### config.mk
export PLATFORM = sky130hd
export DESIGN_NAME = cc_miss_req_unit
export DESIGN_NICKNAME = d
export VERILOG_FILES = /design/src/rtl/cc_pkg.sv /design/src/rtl/cc_outstanding_cnt.sv /design/src/rtl/cc_miss_req_unit.sv
export SDC_FILE = /design/constraint.sdc
export NUM_CORES = 1
export LEC_CHECK = 0
export CORE_UTILIZATION = 39
export CTS_CLUSTER_SIZE = 14
export DETAILED_ROUTE_END_ITERATION = 10
export HOLD_SLACK_MARGIN = 0.03
export PLACE_DENSITY = 0.95
export SETUP_SLACK_MARGIN = 0.15
export SLEW_MARGIN = 10
export SYNTH_ARGS = -nofsm -noshare
export SYNTH_HDL_FRONTEND = slang
export SYNTH_SLANG_ARGS = --single-unit
### constraint.sdc
create_clock -name clk -period 4.2 [get_ports clk]
set_clock_uncertainty 0.15 [all_clocks]
set_input_delay 0.84 -clock clk [delete_from_list [all_inputs] [get_ports clk]]
set_output_delay 0.84 -clock clk [all_outputs]
set_load 0.005 [all_outputs]
### src/rtl/cc_pkg.sv
// Shared cache-controller definitions: AXI burst encoding, fixed AR burst
// shape for a line refill, and the miss-request unit state type.
package cc_pkg;

  typedef enum logic [1:0] {
    AXI_BURST_FIXED = 2'b00,
    AXI_BURST_INCR  = 2'b01,
    AXI_BURST_WRAP  = 2'b10
  } axi_burst_e;

  // A 64-byte line is refilled as 8 beats of 8 bytes.
  localparam int unsigned CC_LINE_BYTES = 64;
  localparam logic [3:0]  CC_ARLEN      = 4'd7;
  localparam logic [2:0]  CC_ARSIZE     = 3'd3;

  typedef enum logic {
    MRQ_IDLE,
    MRQ_ISSUE
  } mrq_state_e;

  // Beat-align a byte address; the WRAP burst then returns the critical word first.
  function automatic logic [31:0] cc_beat_align(input logic [31:0] addr);
    return {addr[31:3], 3'b000};
  endfunction

endpackage

### src/rtl/cc_outstanding_cnt.sv
// Saturating up/down counter of AR bursts issued but not yet ended by rlast.
module cc_outstanding_cnt #(
  parameter int unsigned MAX_COUNT = 4
) (
  input  logic                               clk,
  input  logic                               rst,
  input  logic                               inc_i,
  input  logic                               dec_i,
  output logic [$clog2(MAX_COUNT+1)-1:0]     count_o
);

  localparam int unsigned W = $clog2(MAX_COUNT + 1);

  logic [W-1:0] count_q, count_d;

  // Next count: simultaneous inc/dec cancel; both ends saturate.
  always_comb begin
    count_d = count_q;
    if (inc_i && !dec_i && (count_q != W'(MAX_COUNT))) begin
      count_d = count_q + W'(1);
    end else if (dec_i && !inc_i && (count_q != '0)) begin
      count_d = count_q - W'(1);
    end
  end

  // Count register.
  always_ff @(posedge clk) begin
    if (rst) count_q <= '0;
    else     count_q <= count_d;
  end

  assign count_o = count_q;

endmodule

### src/rtl/cc_miss_req_unit.sv
// Turns each accepted cache miss into one AXI AR line-refill burst and one
// push into the miss-address FIFO; one miss is in flight at a time, so FIFO
// order always matches AR issue order.
module cc_miss_req_unit
  import cc_pkg::*;
#(
  parameter int unsigned MAX_OUTSTANDING = 4
) (
  input  logic        clk,
  input  logic        rst,
  input  logic        miss_i,
  input  logic [31:0] miss_addr_i,
  output logic        miss_req_ready_o,
  output logic        mem_arvalid_o,
  input  logic        mem_arready_i,
  output logic [31:0] mem_araddr_o,
  output logic [3:0]  mem_arlen_o,
  output logic [2:0]  mem_arsize_o,
  output logic [1:0]  mem_arburst_o,
  input  logic        mem_rvalid_i,
  input  logic        mem_rready_i,
  input  logic        mem_rlast_i,
  input  logic        miss_addr_fifo_full_i,
  output logic        miss_addr_fifo_wren_o,
  output logic [31:0] miss_addr_fifo_wdata_o
);

  localparam int unsigned CNT_W = $clog2(MAX_OUTSTANDING + 1);

  mrq_state_e  state_q;
  logic [31:0] addr_q;
  logic        ar_done_q;
  logic        push_done_q;
  logic [CNT_W-1:0] outstanding;

  logic ar_hs;
  logic burst_end;

  // Outputs depend only on registered state plus the FIFO-full input, so
  // arvalid never looks at arready and stays put until its handshake.
  always_comb begin
    miss_req_ready_o      = (state_q == MRQ_IDLE) &&
                            (outstanding < CNT_W'(MAX_OUTSTANDING)) &&
                            !miss_addr_fifo_full_i;
    mem_arvalid_o         = (state_q == MRQ_ISSUE) && !ar_done_q;
    miss_addr_fifo_wren_o = (state_q == MRQ_ISSUE) && !push_done_q &&
                            !miss_addr_fifo_full_i;
  end

  assign mem_araddr_o           = cc_beat_align(addr_q);
  assign miss_addr_fifo_wdata_o = addr_q;
  assign mem_arlen_o            = CC_ARLEN;
  assign mem_arsize_o           = CC_ARSIZE;
  assign mem_arburst_o          = AXI_BURST_WRAP;

  assign ar_hs     = mem_arvalid_o && mem_arready_i;
  assign burst_end = mem_rvalid_i && mem_rready_i && mem_rlast_i;

  // Miss FSM: latch in IDLE, then wait in ISSUE until both the AR handshake
  // and the FIFO push have happened (in either order or together).
  always_ff @(posedge clk) begin
    if (rst) begin
      state_q     <= MRQ_IDLE;
      addr_q      <= '0;
      ar_done_q   <= 1'b0;
      push_done_q <= 1'b0;
    end else begin
      unique case (state_q)
        MRQ_IDLE: begin
          if (miss_i && miss_req_ready_o) begin
            addr_q      <= miss_addr_i;
            ar_done_q   <= 1'b0;
            push_done_q <= 1'b0;
            state_q     <= MRQ_ISSUE;
          end
        end
        MRQ_ISSUE: begin
          if (ar_hs)                 ar_done_q   <= 1'b1;
          if (miss_addr_fifo_wren_o) push_done_q <= 1'b1;
          if ((ar_done_q || ar_hs) && (push_done_q || miss_addr_fifo_wren_o)) begin
            state_q <= MRQ_IDLE;
          end
        end
        default: state_q <= MRQ_IDLE;
      endcase
    end
  end

  cc_outstanding_cnt #(
    .MAX_COUNT (MAX_OUTSTANDING)
  ) u_cnt (
    .clk     (clk),
    .rst     (rst),
    .inc_i   (ar_hs),
    .dec_i   (burst_end),
    .count_o (outstanding)
  );

endmodule

# Word level (Yosys, flattened, before mapping)
# Index checks and enable logic that the tools add are counted.
# classes
n_addsub	2
mul	0
n_div	0
magnitude_cmp	1
eq_ne	4
n_shift	0
mux	10
bitwise_logic	1
n_reduce_logical	26
# op_table
op	count
$logic_and A1 B1 Y1	14
$mux W3	2
$pmux W1 S2	3
$reduce_and A2 Y1	3
$logic_not A1 Y1	5
$mux W1	5
$ne A2 B1 Y1 const B	2
$add A3 B1 Y3 const B	1
$lt A3 B3 Y1 const B	1
$ne A3 B3 Y1 const B	1
$reduce_bool A3 Y1	1
$sub A3 B1 Y3 const B	1
$logic_or A1 B1 Y1	2
$ne A2 B2 Y1 const B	1
$reduce_bool A2 Y1	1
$not A1 Y1	1
# totals
reg_bits	38
latchBits	0
ram_bits	0
rom_bits	0
out_inout_bits	76
elab_cells	49
n_memories	0

# Logic depth before layout (Yosys ltp)
# Gate-level depths: netlist of the first run.
# depth
depth_word	8
ltp_mapped	7

# By module
# From an unflattened synthesis of the first run, not the netlist that was laid out.
# hier_totals
cells_unflattened	222
hier_area_um2	1793.0
# by_module_without_submodules
module	n_inst	cells_per_inst	area_each_um2
cc_miss_req_unit	1	200	1577.8
cc_outstanding_cnt	1	22	215.2

# Worst setup path after synthesis of the first run
# Ideal clock, no wire load.
# synth_path
path_kind	input to register
startpoint	input mem_arready_i
endpoint	register u_cnt.count_q[2] (netlist: u_cnt.count_o[2])
setup_ns	0.103
arrival_time_ns	2.249
slack_ns	1.698
path_stages	7
path_buffers	1
path_cell_list	and3b_1 -> buf_6 -> nand3_1 -> fa_1 -> nor4_1 -> a311oi_1 -> a2111oi_2
# synth_via
elab_chain_cells	5
# synth_lines
element	line	text
start: declaration	cc_miss_req_unit.sv:15	input logic mem_arready_i,
$logic_and A1 B1 Y1 *	cc_miss_req_unit.sv:56	assign ar_hs = mem_arvalid_o && mem_arready_i;
$logic_not A1 Y1	cc_outstanding_cnt.sv:21	end else if (dec_i && !inc_i && (count_q != '0)) begin
$logic_and A1 B1 Y1 (2 in series)	cc_outstanding_cnt.sv:21	
$reduce_bool A2 Y1 (no line)	-	
end signal: assignment	cc_outstanding_cnt.sv:29	else count_q <= count_d;
end: declaration	cc_outstanding_cnt.sv:14	logic [W-1:0] count_q, count_d;
# Every way passes the cells marked *; elsewhere a longest branch is shown, timed or not.
# A chain may end at the register's enable or synchronous reset.

# Worst setup path in the final report of the first run
# layout_path
startpoint	input miss_addr_fifo_full_i
endpoint	output miss_addr_fifo_wren_o
# layout_via
elab_chain_cells	2
# layout_lines
element	line	text
start: declaration	cc_miss_req_unit.sv:23	input logic miss_addr_fifo_full_i,
$logic_not A1 Y1	cc_miss_req_unit.sv:47	!miss_addr_fifo_full_i;
$logic_and A1 B1 Y1	cc_miss_req_unit.sv:46	miss_addr_fifo_wren_o = (state_q == MRQ_ISSUE) && !push_done_q &&
end: declaration	cc_miss_req_unit.sv:24	output logic miss_addr_fifo_wren_o,
# No other way between the ends.

==> results.json, run 1 <==
{
  "whs_path_depth": 2,
  "drv_slew": 0,
  "yosys-top-cells-count": "66 x nand2_1, 42 x buf_4, 38 x dfxtp_1",
  "drt_iter0_markers": 69,
  "wl_um": 3890,
  "gp_congestion": 0.722,
  "cp_data_required_time_ns": 3.21,
  "end_kind": "output pin",
  "synth_largest_area_cell": "dfxtp_1",
  "pwr-share-clk_pct": 31.3,
  "hold_class": "flip-flop to flip-flop",
  "tns_ns": 0,
  "dr.pass1.iters": 4,
  "fmax_mhz": 325,
  "initial_utilization_pct": 41.0,
  "fp.coreArea_um2": 4380,
  "avgSynthCellArea_um2": 8.06,
  "mappedNetlistArea_um2": 1800,
  "vias_per_cell": 4.69,
  "startpoint_type": "primary input",
  "outcome": "complete, no violations",
  "cts.clk_slew.worst_paths_ns": 0.07,
  "p_sw_uw": 193,
  "yosysUniqueCellTypes": 30,
  "maxCapViolations": 0,
  "leakage_uw": 0.000963,
  "pwr-share-seq_pct": 49.0,
  "crit_path_frequent_cell": "clkdlybuf4s50_1",
  "synth_top_area_share_pct": 42.3,
  "cts_root_buf": "clkbuf_8",
  "period_share_pct": 73.2,
  "postCtsHoldBufs": 0,
  "wirelength_met1_um": 1550,
  "grt_pass1_wl_um": 6310,
  "htreeDepth": 2,
  "wl_met3_um": 341,
  "antenna_found_initial": 0,
  "reg2reg_from": "state_q",
  "yosysWarnings": 0,
  "die_w_um": 69.9,
  "ant_nets": 0,
  "criticalPathCategory": "primary input to output pin",
  "cts_buffers": 5,
  "drc_errors": 0,
  "max_stage_delay_ns": 0.55,
  "synth_ff_type": "dfxtp_1",
  "die-area_um2": 4890,
  "hold_viol": 0,
  "cts_resized": 0,
  "combPwrFrac_pct": 19.7,
  "rows": 24,
  "synthCells": 223,
  "drt-wirelength-per-cell_um": 11.3,
  "r2r_slack_ns": 1.88,
  "worstPathCellList": "clkdlybuf4s50_1 -> nor3b_1 -> clkdlybuf4s50_1",
  "synth_area_leaders": "dfxtp_1 42%, buf_4 18%, nand2_1 14%",
  "diodes": 0,
  "area_delta_synth_final_pct": 47.1,
  "crit_path_top_delay_cell": "clkdlybuf4s50_1",
  "cts_setup_buffers": 0,
  "crit_fanout": 3,
  "hp-start": "miss_addr_fifo_wdata_o[2]",
  "numPlacedInstances": 336,
  "worst_slew_margin_rel_pct": 26.7,
  "portBuffers": 103,
  "ys_ff_latch": 38,
  "grt_pass1_vias": 1398,
  "finalSetupViolCount": 0,
  "tightest_slew_ns": 1.10,
  "grt_max_degree": 35,
  "cts.sinks": 38,
  "die_y_um": 69.9,
  "io_pins": 116,
  "ir_worst_vdd_mv": 0.156,
  "yosysMostFrequentCell": "nand2_1",
  "seq_area_frac_synth_pct": 42.3,
  "top_layer": "met4",
  "cellPowerDensity_nw_per_um2": 304,
  "netSwitchingFraction_pct": 24.0,
  "cts_tree": "built",
  "vias": 1612,
  "grt-ovfl-total": 0,
  "min_to": "miss_addr_fifo_wdata_o[2]",
  "reg2regPathDepth": 6,
  "path_buf_inv": 2,
  "clk_latency_ns": 0.29,
  "grt_use_total_pct": 16.0,
  "nets": 332,
  "synth_edf_count": 0,
  "internal_power_uw": 611,
  "hpwl_um": 2920,
  "final_cells": 344,
  "drive_gt1_share_pct": 4.11,
  "period_minus_slack_ns": 3.08,
  "path_delay_family": "buffers and inverters",
  "crit_arrival_ns": 2.09,
  "cts_buffer_depth": 2,
  "wl_met2_um": 1950,
  "rsz0062_at_grt": "false",
  "async_reset_ff_share_pct": 0,
  "r2r-end": "u_cnt.count_o[2]"
}
-- per-layer routing --
metal  vias up  GRT usage (%)
li1        801              -
met1       726           18.6
met2        79           27.4
met3         6           5.77
met4         0           4.67
met5         -              0
-- tightest hold or removal path: stages, from the launching register on --
cell	delay, ns
dfxtp_1	0.31
nand2_1	0.05
a21oi_1	0.05
-- sequential cells by signal, indices dropped and copies added, names as in the netlist --
name                    cells
ar_done_q                   1
miss_addr_fifo_wdata_o     32
push_done_q                 1
state_q                     1
u_cnt.count_o               3
-- metrics by stage --
stage | worst slack [ns] | utilization, % | cell area, µm² | total power (µW) | hold WS [ns]
final | 1.12 | 60.3 | 2650 | 804 | 0.305
after detailed placement | 0.975 | 58.2 | 2550 | 561 | 0.301
after floorplan | 1.70 | - | 1840 | 486 | 0.303
after CTS | 1.10 | 60.3 | 2650 | 816 | 0.311
after global placement | 1.07 | 58.2 | 2550 | 557 | 0.292
after global routing | 1.01 | 60.3 | 2650 | 851 | 0.327
-- layout make-up --
cell class	instances	area, µm²
fill	409	1740
sequential	38	761
inverter	1	3.75
tap	52	65.1
multi-input combinational	140	678
clock inverter	1	5.00
timing repair buffer	105	1050
clock buffer	7	86.3
-- worst max-delay path by stage --
stage | start | to | slack, ns | cells after the start
finish | miss_addr_fifo_full_i | miss_addr_fifo_wren_o | 1.12 | 3
global route | miss_addr_fifo_full_i | miss_addr_fifo_wren_o | 1.01 | 3
CTS | miss_addr_fifo_full_i | miss_addr_fifo_wren_o | 1.10 | 3
detailed placement | mem_arready_i | u_cnt.count_o[2] | 0.98 | 7
global placement | mem_arready_i | u_cnt.count_o[2] | 1.07 | 7
floorplan | mem_arready_i | u_cnt.count_o[2] | 1.70 | 7
-- kinds of logic after synthesis --
group / count (synthesis) / share of synthesized area (%)
simple gates: 82 / 19.1
buf+inv: 55 / 22.1
compound gates: 41 / 12.5
flops: 38 / 42.3
xor+xnor: 3 / 1.88
other cells: 2 / 0.418
fa+ha+maj: 1 / 1.11
mux: 1 / 0.557
-- cells in the final DEF, fill, tap and decap left out, drive strengths merged --
cell	Yosys	final
a2111oi	1	1
a211oi	1	1
a21oi	35	35
a311oi	1	1
and2	1	1
and3b	1	1
buf	48	2
clkbuf	6	7
clkdlybuf4s50	0	103
clkinv	0	1
conb	2	12
dfxtp	38	38
fa	1	1
inv	1	1
mux2i	1	1
nand2	66	66
nand3	3	3
nor2	4	4
nor2b	1	1
nor3	2	2
nor3b	2	2
nor4	1	1
o21ai	1	1
o22ai	1	1
o31ai	1	1
or3b	1	1
xnor2	2	2
xor2	1	1
-- power by group through the flow --
| stage | registers (µW) | clock network, µW | logic (µW) |
|---|---|---|---|
| 6_report | 394 | 252 | 159 |
| 5_1_grt | 397 | 282 | 172 |
| 4_1_cts | 394 | 262 | 160 |
| 3_5_place_dp | 402 | 0 | 159 |
| 3_3_place_gp | 401 | 0 | 156 |
| 2_1_floorplan | 401 | 0 | 85.2 |
Power figures use the tool's default switching activity.
==> run 2, diff against run 1 <==
Settings changed: CORE_UTILIZATION 39 to 36, PLACE_DENSITY 0.95 to 0.92.
Clock period 4.2 ns to 2.9 ns, I/O delays scaled along.
==> results.json, run 2 (same netlist as run 1, synthesis figures left out) <==
{
  "netSwitchingFraction_pct": 22.1,
  "path_delay_family": "buffers and inverters",
  "cts_root_buf": "clkbuf_8",
  "hold_viol": 0,
  "nets": 336,
  "cts.clk_slew.worst_paths_ns": 0.07,
  "antenna_found_initial": 0,
  "crit_path_frequent_cell": "clkdlybuf4s50_1",
  "grt_max_degree": 34,
  "crit_path_top_delay_cell": "clkdlybuf4s50_1",
  "fmax_mhz": 385,
  "diodes": 0,
  "wl_um": 4040,
  "cts_tree": "built",
  "numPlacedInstances": 355,
  "whs_ns": 0.306,
  "finalSetupViolCount": 0,
  "end_kind": "output pin",
  "pwr-share-seq_pct": 45.6,
  "power_uw": 1250,
  "grt_pass1_vias": 1434,
  "max_stage_delay_ns": 0.56,
  "tightest_slew_ns": 0.640,
  "rows": 25,
  "cp_data_required_time_ns": 2.17,
  "criticalPathCategory": "primary input to output pin",
  "drc_errors": 0,
  "period_minus_slack_ns": 2.59,
  "p_sw_uw": 276,
  "outcome": "complete, no violations",
  "gp_congestion": 0.675,
  "postCtsHoldBufs": 0,
  "largest_register_ffs": 32,
  "internal_power_uw": 974,
  "worstPathCellList": "clkdlybuf4s50_1 -> nor3b_1 -> clkdlybuf4s50_1",
  "io_pins": 116,
  "die-area_um2": 5280,
  "die_w_um": 72.7,
  "layout.cells.most_common": "clkdlybuf4s50_1",
  "worst_slew_margin_rel_pct": 57.2,
  "vias": 1638,
  "dr.pass1.iters": 4,
  "leakage_uw": 0.000997,
  "hpwl_um": 3050,
  "ant_nets": 0,
  "drv_slew": 0,
  "tns_ns": 0,
  "crit_fanout": 3,
  "final_cells": 362,
  "crit_arrival_ns": 1.86,
  "grt_use_total_pct": 15.2,
  "period_share_pct": 89.5,
  "grt_pass1_wl_um": 6250,
  "fin_ws_ns": 0.306,
  "ir_worst_vdd_mv": 0.243,
  "clk_latency_ns": 0.28,
  "cellPowerDensity_nw_per_um2": 458,
  "portBuffers": 103,
  "startpoint_type": "primary input",
  "die_y_um": 72.7,
  "path_buf_inv": 2,
  "combPwrFrac_pct": 19.0,
  "cts_buffer_depth": 2,
  "place_ws_ns": 0.202,
  "initial_utilization_pct": 37.8,
  "cts.sinks": 38,
  "htreeDepth": 2,
  "pwr-share-clk_pct": 35.4,
  "cts_buffers": 5,
  "hold_class": "flip-flop to flip-flop",
  "maxCapViolations": 0,
  "grt-ovfl-total": 0,
  "drive_gt1_share_pct": 5.42,
  "cts_setup_buffers": 0,
  "drt-wirelength-per-cell_um": 11.2,
  "drt_iter0_markers": 47,
  "fp.coreArea_um2": 4750,
  "area_delta_synth_final_pct": 51.7,
  "mostFrequentLayoutCells": "103 x clkdlybuf4s50_1, 66 x nand2_1, 38 x dfxtp_1, 35 x a21oi_1, 12 x conb_1",
  "rsz0062_at_grt": "false",
  "vias_per_cell": 4.52,
  "cts_resized": 0
}
-- run 2: cell count changes in the layout (fill, tap and decap cells not counted) --
cell       previous run  this run
bufinv_16             0         1
clkbuf_1              1         0
buf_12                0         1
clkinv_2              1         0
buf_4                 2         5
-- run 2: final timing paths --
check / to / depth (start not counted) / startpoint / slack (ns)
min: miss_addr_fifo_wdata_o[0] / 2 / miss_addr_fifo_wdata_o[0] / 0.31
max: miss_addr_fifo_wren_o / 3 / miss_addr_fifo_full_i / 0.31
min reg2reg: miss_addr_fifo_wdata_o[0] / 2 / miss_addr_fifo_wdata_o[0] / 0.31
max reg2reg: u_cnt.count_o[2] / 6 / state_q / 0.83
-- run 2: power by group through the flow --
stage               Sequential [µW]  Combinational [µW]  Clock, µW
floorplan                       580                 123          0
global route                    573                 261        480
detailed placement              582                 240          0
finish                          570                 238        442
CTS                             570                 241        461
global placement                580                 235          0
-- run 2: final cells by class --
| type | count | area [µm²] |
|---|---|---|
| fill | 445 | 2030 |
| timing repair buffer | 109 | 1090 |
| sequential | 38 | 761 |
| multi-input combinational | 140 | 678 |
| tap | 67 | 83.8 |
| clock buffer | 6 | 82.6 |
| clock inverter | 1 | 30.0 |
| inverter | 1 | 3.75 |
-- run 2: through the flow --
stage | util [%] | cell area, µm²
2_1_floorplan | - | 1840
5_1_grt | 57.4 | 2730
3_5_place_dp | 55.0 | 2620
4_1_cts | 57.4 | 2730
3_3_place_gp | 55.0 | 2620
6_report | 57.4 | 2730
-- run 2: worst reg2reg max path: stages (launching register included) --
cell	delay, ns
dfxtp_1	0.40
and3b_1	0.20
nand3_1	0.09
fa_1	0.43
nor4_1	0.32
a311oi_1	0.10
a2111oi_2	0.27
-- run 2: per-layer routing --
| metal | wire, µm | part of all wire (%) | up-vias | global-route usage [%] |
|---|---|---|---|---|
| met5 | 0 | 0 | - | 0 |
| met4 | 34 | 0.84 | 0 | 5.23 |
| met3 | 300 | 7.4 | 4 | 3.73 |
| met2 | 2110 | 52 | 78 | 29.6 |
| met1 | 1600 | 40 | 747 | 15.6 |
| li1 | - | - | 809 | - |
==> run 3, diff against run 2 <==
Settings changed: CORE_ASPECT_RATIO set to 0.5.
==> results.json, run 3 (same netlist as run 1, synthesis figures left out) <==
{
  "fp.coreArea_um2": 4590,
  "rsz0062_at_grt": "false",
  "crit_path_top_delay_cell": "clkdlybuf4s50_1",
  "cellPowerDensity_nw_per_um2": 426,
  "crit_path_frequent_cell": "clkdlybuf4s50_1",
  "grt_use_total_pct": 17.8,
  "end_kind": "output pin",
  "cts_resized": 0,
  "final_cells": 362,
  "cts_buffer_depth": 2,
  "cts_buffers": 5,
  "cts.clk_slew.worst_paths_ns": 0.07,
  "diodes": 0,
  "crit_arrival_ns": 1.87,
  "crit_fanout": 3,
  "gp_congestion": 0.780,
  "largest_register_ffs": 32,
  "area_delta_synth_final_pct": 49.3,
  "antenna_found_initial": 0,
  "initial_utilization_pct": 39.1,
  "numPlacedInstances": 355,
  "cts_root_buf": "clkbuf_8",
  "hpwl_um": 3540,
  "drt_iter0_markers": 46,
  "period_minus_slack_ns": 2.60,
  "clk_latency_ns": 0.29,
  "criticalPathCategory": "primary input to output pin",
  "portBuffers": 103,
  "maxCapViolations": 0,
  "startpoint_type": "primary input",
  "vias_per_cell": 4.52,
  "ir_worst_vdd_mv": 0.185,
  "postCtsHoldBufs": 0,
  "outcome": "complete, no violations",
  "hold_class": "flip-flop to flip-flop",
  "grt_max_degree": 34,
  "finalSetupViolCount": 0,
  "drt-wirelength-per-cell_um": 12.7,
  "period_share_pct": 89.6,
  "worstPathCellList": "clkdlybuf4s50_1 -> nor3b_1 -> clkdlybuf4s50_1",
  "grt_pass1_wl_um": 7080,
  "ant_nets": 0,
  "cts_setup_buffers": 0,
  "htreeDepth": 2,
  "r2r_slack_ns": 0.82,
  "die_y_um": 52.0,
  "cts.sinks": 38,
  "die_w_um": 102,
  "leakage_uw": 0.000976,
  "placed_cell_area_um2": 2610,
  "layout.cells.most_common": "clkdlybuf4s50_1",
  "fillerInstances": 383,
  "die-area_um2": 5300,
  "drv_slew": 0,
  "nets": 337,
  "dr.pass1.iters": 4,
  "rows": 17,
  "tns_ns": 0,
  "vias": 1636,
  "hold_viol": 0,
  "mostFrequentLayoutCells": "103 x clkdlybuf4s50_1, 66 x nand2_1, 38 x dfxtp_1, 35 x a21oi_1, 12 x conb_1",
  "io_pins": 116,
  "drc_errors": 0,
  "drive_gt1_share_pct": 5.07,
  "max_stage_delay_ns": 0.57,
  "grt_pass1_vias": 1569,
  "fmax_mhz": 385,
  "cp_data_required_time_ns": 2.17,
  "wl_um": 4590,
  "fin_area_um2": 2690,
  "cts_tree": "built",
  "grt-ovfl-total": 0
}
## run 3: changes by cell type in the layout (fill, tap and decap cells not counted)
cell,previous run,this run
buf_12,1,0
clkbuf_1,0,2
bufinv_16,1,0
clkbuf_8,6,5
buf_4,5,7
## run 3: worst max-delay path: cells and delay by family
kind          cells  cell delay, ns
buf+inv           2            1.03
simple gates      1            0.26
## run 3: worst paths after layout
kind                                                 from                   endpoint  depth (start not counted)
worst min register to register  miss_addr_fifo_wdata_o[0]  miss_addr_fifo_wdata_o[0]                          2
worst max-delay path                miss_addr_fifo_full_i      miss_addr_fifo_wren_o                          3
worst max register to register           u_cnt.count_o[0]           u_cnt.count_o[2]                          7
worst min-delay path            miss_addr_fifo_wdata_o[0]  miss_addr_fifo_wdata_o[0]                          2
## run 3: cell type report
| type | count | area, µm² | area share, % |
|---|---|---|---|
| well taps | 66 | 82.6 | 3.08 |
| inverters | 1 | 3.75 | 0.140 |
| flip-flops and latches | 38 | 761 | 28.3 |
| multi-input cells | 140 | 678 | 25.3 |
| repair buffers | 110 | 1080 | 40.4 |
| clock buffers | 7 | 76.3 | 2.84 |
## run 3: per-layer routing
layer | global-route usage, % | share of wire [%] | vias to the layer above
met3 | 4.03 | 3.2 | 11
met1 | 18.5 | 39 | 775
met5 | 0 | 0 | -
li1 | - | - | 806
met4 | 9.29 | 2.3 | 0
met2 | 34.0 | 55 | 44
## run 3: power by group
part	internal (µW)	switching, µW
Clock	165	168
Sequential	549	22.4
Combinational	149	90.9
## run 3: per-stage QoR
step | setup slack [ns] | hold WS [ns] | total power, µW | util [%]
after floorplan | 0.658 | 0.303 | 704 | -
after global placement | 0.274 | 0.294 | 812 | 56.8
after detailed placement | 0.206 | 0.300 | 822 | 56.8
after CTS | 0.307 | 0.310 | 1150 | 58.4
after global routing | 0.208 | 0.337 | 1200 | 58.4
final | 0.301 | 0.309 | 1140 | 58.4
